===== src/rtl/hpp_frame_scheduler.sv =====
// Vertical-blanking scheduler for HPP generation updates: issues start/done
// handshakes to the update engine and flips the ping-pong grid buffer per generation.
module hpp_frame_scheduler #(
  parameter int TIMEOUT = 32000,
  parameter int GEN_W   = 16
) (
  input  logic             clock,
  input  logic             reset,
  input  logic             enter_v_front,
  input  logic             run,
  input  logic             step_req,
  input  logic [3:0]       steps_per_frame,
  input  logic             clear_err,
  input  logic             upd_done,
  output logic             upd_start,
  output logic             buf_sel,
  output logic             busy,
  output logic [GEN_W-1:0] gen_count,
  output logic             overrun,
  output logic             timeout_err
);

  localparam int TMO_W = $clog2(TIMEOUT + 1);
  localparam logic [TMO_W-1:0] TMO_LAST = TMO_W'(TIMEOUT - 1);

  typedef enum logic [1:0] {
    S_IDLE  = 2'd0,
    S_START = 2'd1,
    S_WAIT  = 2'd2
  } state_t;

  state_t           state_q, state_d;
  logic [3:0]       remaining_q, remaining_d;
  logic             pending_q, pending_d;
  logic [TMO_W-1:0] tmo_q, tmo_d;
  logic             buf_sel_q, buf_sel_d;
  logic [GEN_W-1:0] gen_q, gen_d;
  logic             overrun_q, overrun_d;
  logic             timeout_q, timeout_d;
  logic             upd_start_q, upd_start_d;
  logic             busy_q, busy_d;
  logic             pending_clr;
  logic             tmo_set;
  logic             ovr_set;

  // Next-state, handshake sequencing and sticky error flag logic
  always_comb begin
    state_d     = state_q;
    remaining_d = remaining_q;
    tmo_d       = tmo_q;
    buf_sel_d   = buf_sel_q;
    gen_d       = gen_q;
    pending_clr = 1'b0;
    tmo_set     = 1'b0;
    ovr_set     = enter_v_front && (state_q != S_IDLE);

    case (state_q)
      S_IDLE: begin
        if (enter_v_front) begin
          if (run && (steps_per_frame != 4'd0)) begin
            remaining_d = steps_per_frame;
            state_d     = S_START;
          end else if (!run && (pending_q || step_req)) begin
            remaining_d = 4'd1;
            pending_clr = 1'b1;
            state_d     = S_START;
          end else begin
            state_d = S_IDLE;
          end
        end else begin
          state_d = S_IDLE;
        end
      end
      S_START: begin
        tmo_d   = '0;
        state_d = S_WAIT;
      end
      S_WAIT: begin
        // A done on the final timeout cycle still counts as a completed generation
        if (upd_done) begin
          buf_sel_d   = ~buf_sel_q;
          gen_d       = gen_q + GEN_W'(1);
          remaining_d = remaining_q - 4'd1;
          state_d     = (remaining_q == 4'd1) ? S_IDLE : S_START;
        end else if (tmo_q == TMO_LAST) begin
          tmo_set     = 1'b1;
          remaining_d = 4'd0;
          state_d     = S_IDLE;
        end else begin
          tmo_d = tmo_q + TMO_W'(1);
        end
      end
      default: begin
        state_d = S_IDLE;
      end
    endcase

    pending_d   = (pending_q || step_req) && !pending_clr;
    overrun_d   = ovr_set ? 1'b1 : (clear_err ? 1'b0 : overrun_q);
    timeout_d   = tmo_set ? 1'b1 : (clear_err ? 1'b0 : timeout_q);
    upd_start_d = (state_d == S_START);
    busy_d      = (state_d != S_IDLE);
  end

  // State and output registers with synchronous reset
  always_ff @(posedge clock) begin
    if (reset) begin
      state_q     <= S_IDLE;
      remaining_q <= 4'd0;
      pending_q   <= 1'b0;
      tmo_q       <= '0;
      buf_sel_q   <= 1'b0;
      gen_q       <= '0;
      overrun_q   <= 1'b0;
      timeout_q   <= 1'b0;
      upd_start_q <= 1'b0;
      busy_q      <= 1'b0;
    end else begin
      state_q     <= state_d;
      remaining_q <= remaining_d;
      pending_q   <= pending_d;
      tmo_q       <= tmo_d;
      buf_sel_q   <= buf_sel_d;
      gen_q       <= gen_d;
      overrun_q   <= overrun_d;
      timeout_q   <= timeout_d;
      upd_start_q <= upd_start_d;
      busy_q      <= busy_d;
    end
  end

  assign upd_start   = upd_start_q;
  assign buf_sel     = buf_sel_q;
  assign busy        = busy_q;
  assign gen_count   = gen_q;
  assign overrun     = overrun_q;
  assign timeout_err = timeout_q;

endmodule

===== config.mk =====
export PLATFORM = sky130hd
export DESIGN_NAME = hpp_frame_scheduler
export DESIGN_NICKNAME = d
export VERILOG_FILES = /design/src/rtl/hpp_frame_scheduler.sv
export SDC_FILE = /design/constraint.sdc
export NUM_CORES = 1
export LEC_CHECK = 0
export ABC_CLOCK_PERIOD_IN_PS = 4200
export CAP_MARGIN = 10
export CORE_MARGIN = 4
export CORE_UTILIZATION = 57
export DETAILED_ROUTE_END_ITERATION = 12
export PLACE_DENSITY = 0.84
export SKIP_LAST_GASP = 1
export SLEW_MARGIN = 10
export SYNTH_ARGS = -nofsm -noshare
export SYNTH_HDL_FRONTEND = slang
export SYNTH_SLANG_ARGS = --single-unit

===== constraint.sdc =====
create_clock -name clock -period 4.2 [get_ports clock]
set_input_delay 1.26 -clock clock [delete_from_list [all_inputs] [get_ports clock]]
set_output_delay 1.26 -clock clock [all_outputs]
set_load 0.005 [all_outputs]

### Word level (Yosys, flattened, before mapping)

Index checks and enable logic that the tools add are counted.

* output and inout bits: 21
* register bits: 43
* word-level logic and storage cells: 68

* reduce and logical (&&, ||, !) cells: 18
* $add $sub $neg: 3
* equality and inequality tests: 10
* multiplexer cells: 26
* bitwise gates (word level): 1

Operators with widths (count)
* $mux W15: 2
* $pmux W15 S2: 1
* $mux W4: 5
* $add A16 B1 Y16 const B: 1
* $add A15 B1 Y15 const B: 1
* $eq A15 B15 Y1 const B: 1
* $mux W1: 13
* $reduce_bool A2 Y1: 6
* $pmux W4 S2: 1
* $mux W2: 3
* $ne A2 B2 Y1 const B: 3
* $ne A3 B3 Y1 const B: 2
* $pmux W2 S3: 1
* $eq A2 B1 Y1 const B: 2
* $eq A4 B1 Y1 const B: 1
* $logic_and A1 B1 Y1: 4
* $reduce_and A4 Y1: 1
* $reduce_bool A4 Y1: 1
* $sub A4 B1 Y4 const B: 1
* $reduce_and A3 Y1: 1
* $eq A2 B2 Y1 const B: 1
* $logic_not A1 Y1: 2
* $logic_not A2 Y1: 1
* $reduce_and A2 Y1: 1
* 2 further kinds: 2

### Depth between registers and ports, before layout

* depth after elaboration: 8
* depth in mapped cells: 7
* mapped depth without buffers: 7

### Least setup slack after synthesis

No wires, ideal clock.

* kind: input port to flip-flop
* from: in upd_done
* to: reg tmo_q[13]
* library setup time: 0.124 ns
* slack: 1.760 ns
* data required time: 4.076 ns
* arrival time: 2.315 ns
* stages on the path: 5
* path through: nor3b_4 nand2_2 or4_4 nand4b_1 o31ai_2

* word-level cells in the longest chain between the ends: 2

Ends and longest elaborated chain
* start: declaration: line 14 `input logic upd_done,`
* $ne A2 B2 Y1 (no source line)
* $reduce_and A3 Y1 (no source line)
* end signal: assignment: line 122 `tmo_q <= tmo_d;`
* end: declaration: line 35 `logic [TMO_W-1:0] tmo_q, tmo_d;`

Every way passes these cells.
A chain may end at the register's enable or synchronous reset.

### Worst setup path after layout

Ends and elaborated chain as after synthesis.

==> metrics <==
most frequent cells in the layout dfxtp_1 (43), clkdlybuf4s50_1 (31), nor2_1 (28), nand2_1 (19), a21oi_1 (17); Syn-to-layout area delta 18.6%; Die H 68.3 µm; final wirelength 4320 µm; first-pass GRT wire length 7580 µm; Die Footprint 4670 µm²; Hold Buf Count CTS 0; CTS tree done; core area roughly 3400 µm²; CP required 4.43 ns; root buffer cell clkbuf_4; total setup buffers inserted after CTS 0; count of unique library cells instantiated by Yosys 48; Worst Tran Pin Value approximately 0.6 ns; crit path max fanout 9; Vias 1813; Final setup violation count 0; Startpoint Class primary input; FMAX 0.361 GHz; Peak VDD IR 0.214 mV; Switching Share between 20% and 30%; clock share of power 28.5%; max-cap viol count 0; antenna diode count 0; post-route ant nets 0; status finished, final reports clean; Clock Skews ~0.014 ns; fin nets 288; Seq cells post-synth 43; setup_tns 0 ns; number of CTS-inserted buffers 5; Power Internal 516 µW; Pre-Repair DR Iteration Count 5; Clock Tree Buf Depth 2; leakage a little over 0.8 nW; Async S/R FF share, synth 0%; Mapped Nets ~260; Rel. slew slack 60.4%; Detail Placement HPWL 3240 µm; Slew Viols, Final 0; P per Cell Area 283 nW/µm²; Die W 68.3 µm; final period utilization 66.0%; num rows 21; Hold Path Class flip-flop to flip-flop; Hold Fails Final Rpt 0; fin crit period ~2.8 ns; Post-CTS Resized 0; RSZ-0062 raised after global routing no; Initial Utilization 60.7%; # DRC 0; htree depth 2; Power Total 696 µW; Reg power frac a little over 60%; EDFF count, synth 0; clk sink count 43; Cell Area, Synth 2070 µm²; Seq/Total Area, Yosys 41.5%; synthesized instance count 243; Primary FF master, synth dfxtp_1; Tot GR Track Use 21.3%; Worst-path clk slew 0.12 ns; largest net degree at the start of global routing 23; Comb pwr share 10.3%; grt total ovfl 0; Syn. warnings 0; commonest non-fill, non-tap cell in the layout dfxtp_1; Port Buf Inserts 31; CP endpoint kind flip-flop; Net Switching 180 µW; initial drt markers between 100 and 150; wire length per cell 13.5 µm; Via-to-Cell Ratio roughly 5.7; gpl congestion roughly 0.81; kind of critical path primary input to flip-flop; initial antenna violation count 0; Clock Latency Late Sink 0.36 ns; share of layout cells above drive strength 1 7.30%; vias in the first global route 1710; I/O pin cnt 32; CP arrival 3.01 ns; syn avg cell area 8.54 µm²
==> per-layer routing <==
layer / track usage, % / part of all wire (%) / vias up
met3: 4.27 / 5.5 / 10
met1: 27.5 / 46 / 831
met5: 0 / 0 / -
met4: 7.69 / 1.8 / 0
met2: 35.1 / 47 / 54
li1: - / - / 918
==> Yosys cell counts (2+ instances only) <==
master	instances	area, µm²
a21oi_1	17	85.1
o21ai_0	8	40.0
clkbuf_1	6	22.5
a21o_1	3	22.5
dfxtp_1	43	861
nor3b_1	2	15.0
nor2_1	28	105
a311oi_1	2	17.5
nor4_1	2	12.5
inv_1	8	30.0
nor3_1	13	65.1
and3_1	3	18.8
nand2_1	19	71.3
or3_1	7	43.8
xnor2_1	13	114
nand4_1	4	25.0
buf_4	2	15.0
nand4b_1	3	26.3
and4_1	4	35.0
ha_1	4	50.1
nand2b_1	5	31.3
xor2_1	5	43.8
a211oi_1	3	22.5
nand3_1	12	60.1
or2_2	4	25.0
==> state kept, by name, summed over array words and instances, names as in the netlist <==
signal       count
tmo_q           15
overrun          1
buf_sel          1
upd_start        1
gen_count       16
remaining_q      4
state_q          2
busy             1
timeout_err      1
pending_q        1
==> metrics by stage <==
| step | hold WS (ns) | util, % | setup slack, ns | cell area (µm²) | instances |
|---|---|---|---|---|---|
| finish | 0.490 | 72.1 | 1.43 | 2460 | 320 |
| global route | 0.525 | 72.1 | 1.24 | 2460 | 320 |
| CTS | 0.494 | 72.1 | 1.42 | 2460 | 320 |
| detailed placement | 0.463 | 70.5 | 1.04 | 2410 | 312 |
| global placement | 0.466 | 70.5 | 1.08 | 2410 | 312 |
| floorplan | 0.432 | - | 1.76 | 2070 | 243 |
==> critical path, cell delays in order <==
cell             delay, ns
clkdlybuf4s50_1       0.57
nor3b_4               0.35
nand2_2               0.09
or4_4                 0.54
nand4b_1              0.13
o31ai_2               0.07
==> cell families (layout without fill, tap and decap cells) <==
family / count (synthesis) / count (layout) / share of synthesized area, %
mux: 1 / 1 / 0.483
fa+ha+maj: 4 / 4 / 2.41
flops: 43 / 43 / 41.5
buf+inv: 17 / 48 / 3.50
simple gates: 118 / 118 / 31.6
compound gates: 42 / 42 / 12.9
xor+xnor: 18 / 18 / 7.60
==> final cells by class <==
| class | instances | area (µm²) |
|---|---|---|
| clock buffers | 6 | 41.3 |
| clock inverters | 2 | 12.5 |
| fillers | 285 | 955 |
| inverters | 8 | 30.0 |
| multi-input cells | 183 | 1140 |
| flip-flops and latches | 43 | 861 |
| well taps | 46 | 57.6 |
| repair buffers | 32 | 318 |
==> worst paths after layout <==
check / from / end / slack, ns / cells after the start
worst max-delay path: upd_done / tmo_q[13] / 1.43 / 6
worst min-delay path: overrun / overrun / 0.49 / 2
worst max register to register: tmo_q[0] / remaining_q[1] / 2.18 / 6
worst min register to register: overrun / overrun / 0.49 / 2
==> power groups by stage <==
stage | logic (mW) | clock network [mW] | registers, mW
6_report | 0.0720 | 0.198 | 0.426
4_1_cts | 0.0724 | 0.199 | 0.426
3_3_place_gp | 0.0706 | 0 | 0.435
2_1_floorplan | 0.0440 | 0 | 0.433
3_5_place_dp | 0.0720 | 0 | 0.435
5_1_grt | 0.0816 | 0.216 | 0.428
Power figures use the tool's default switching activity.
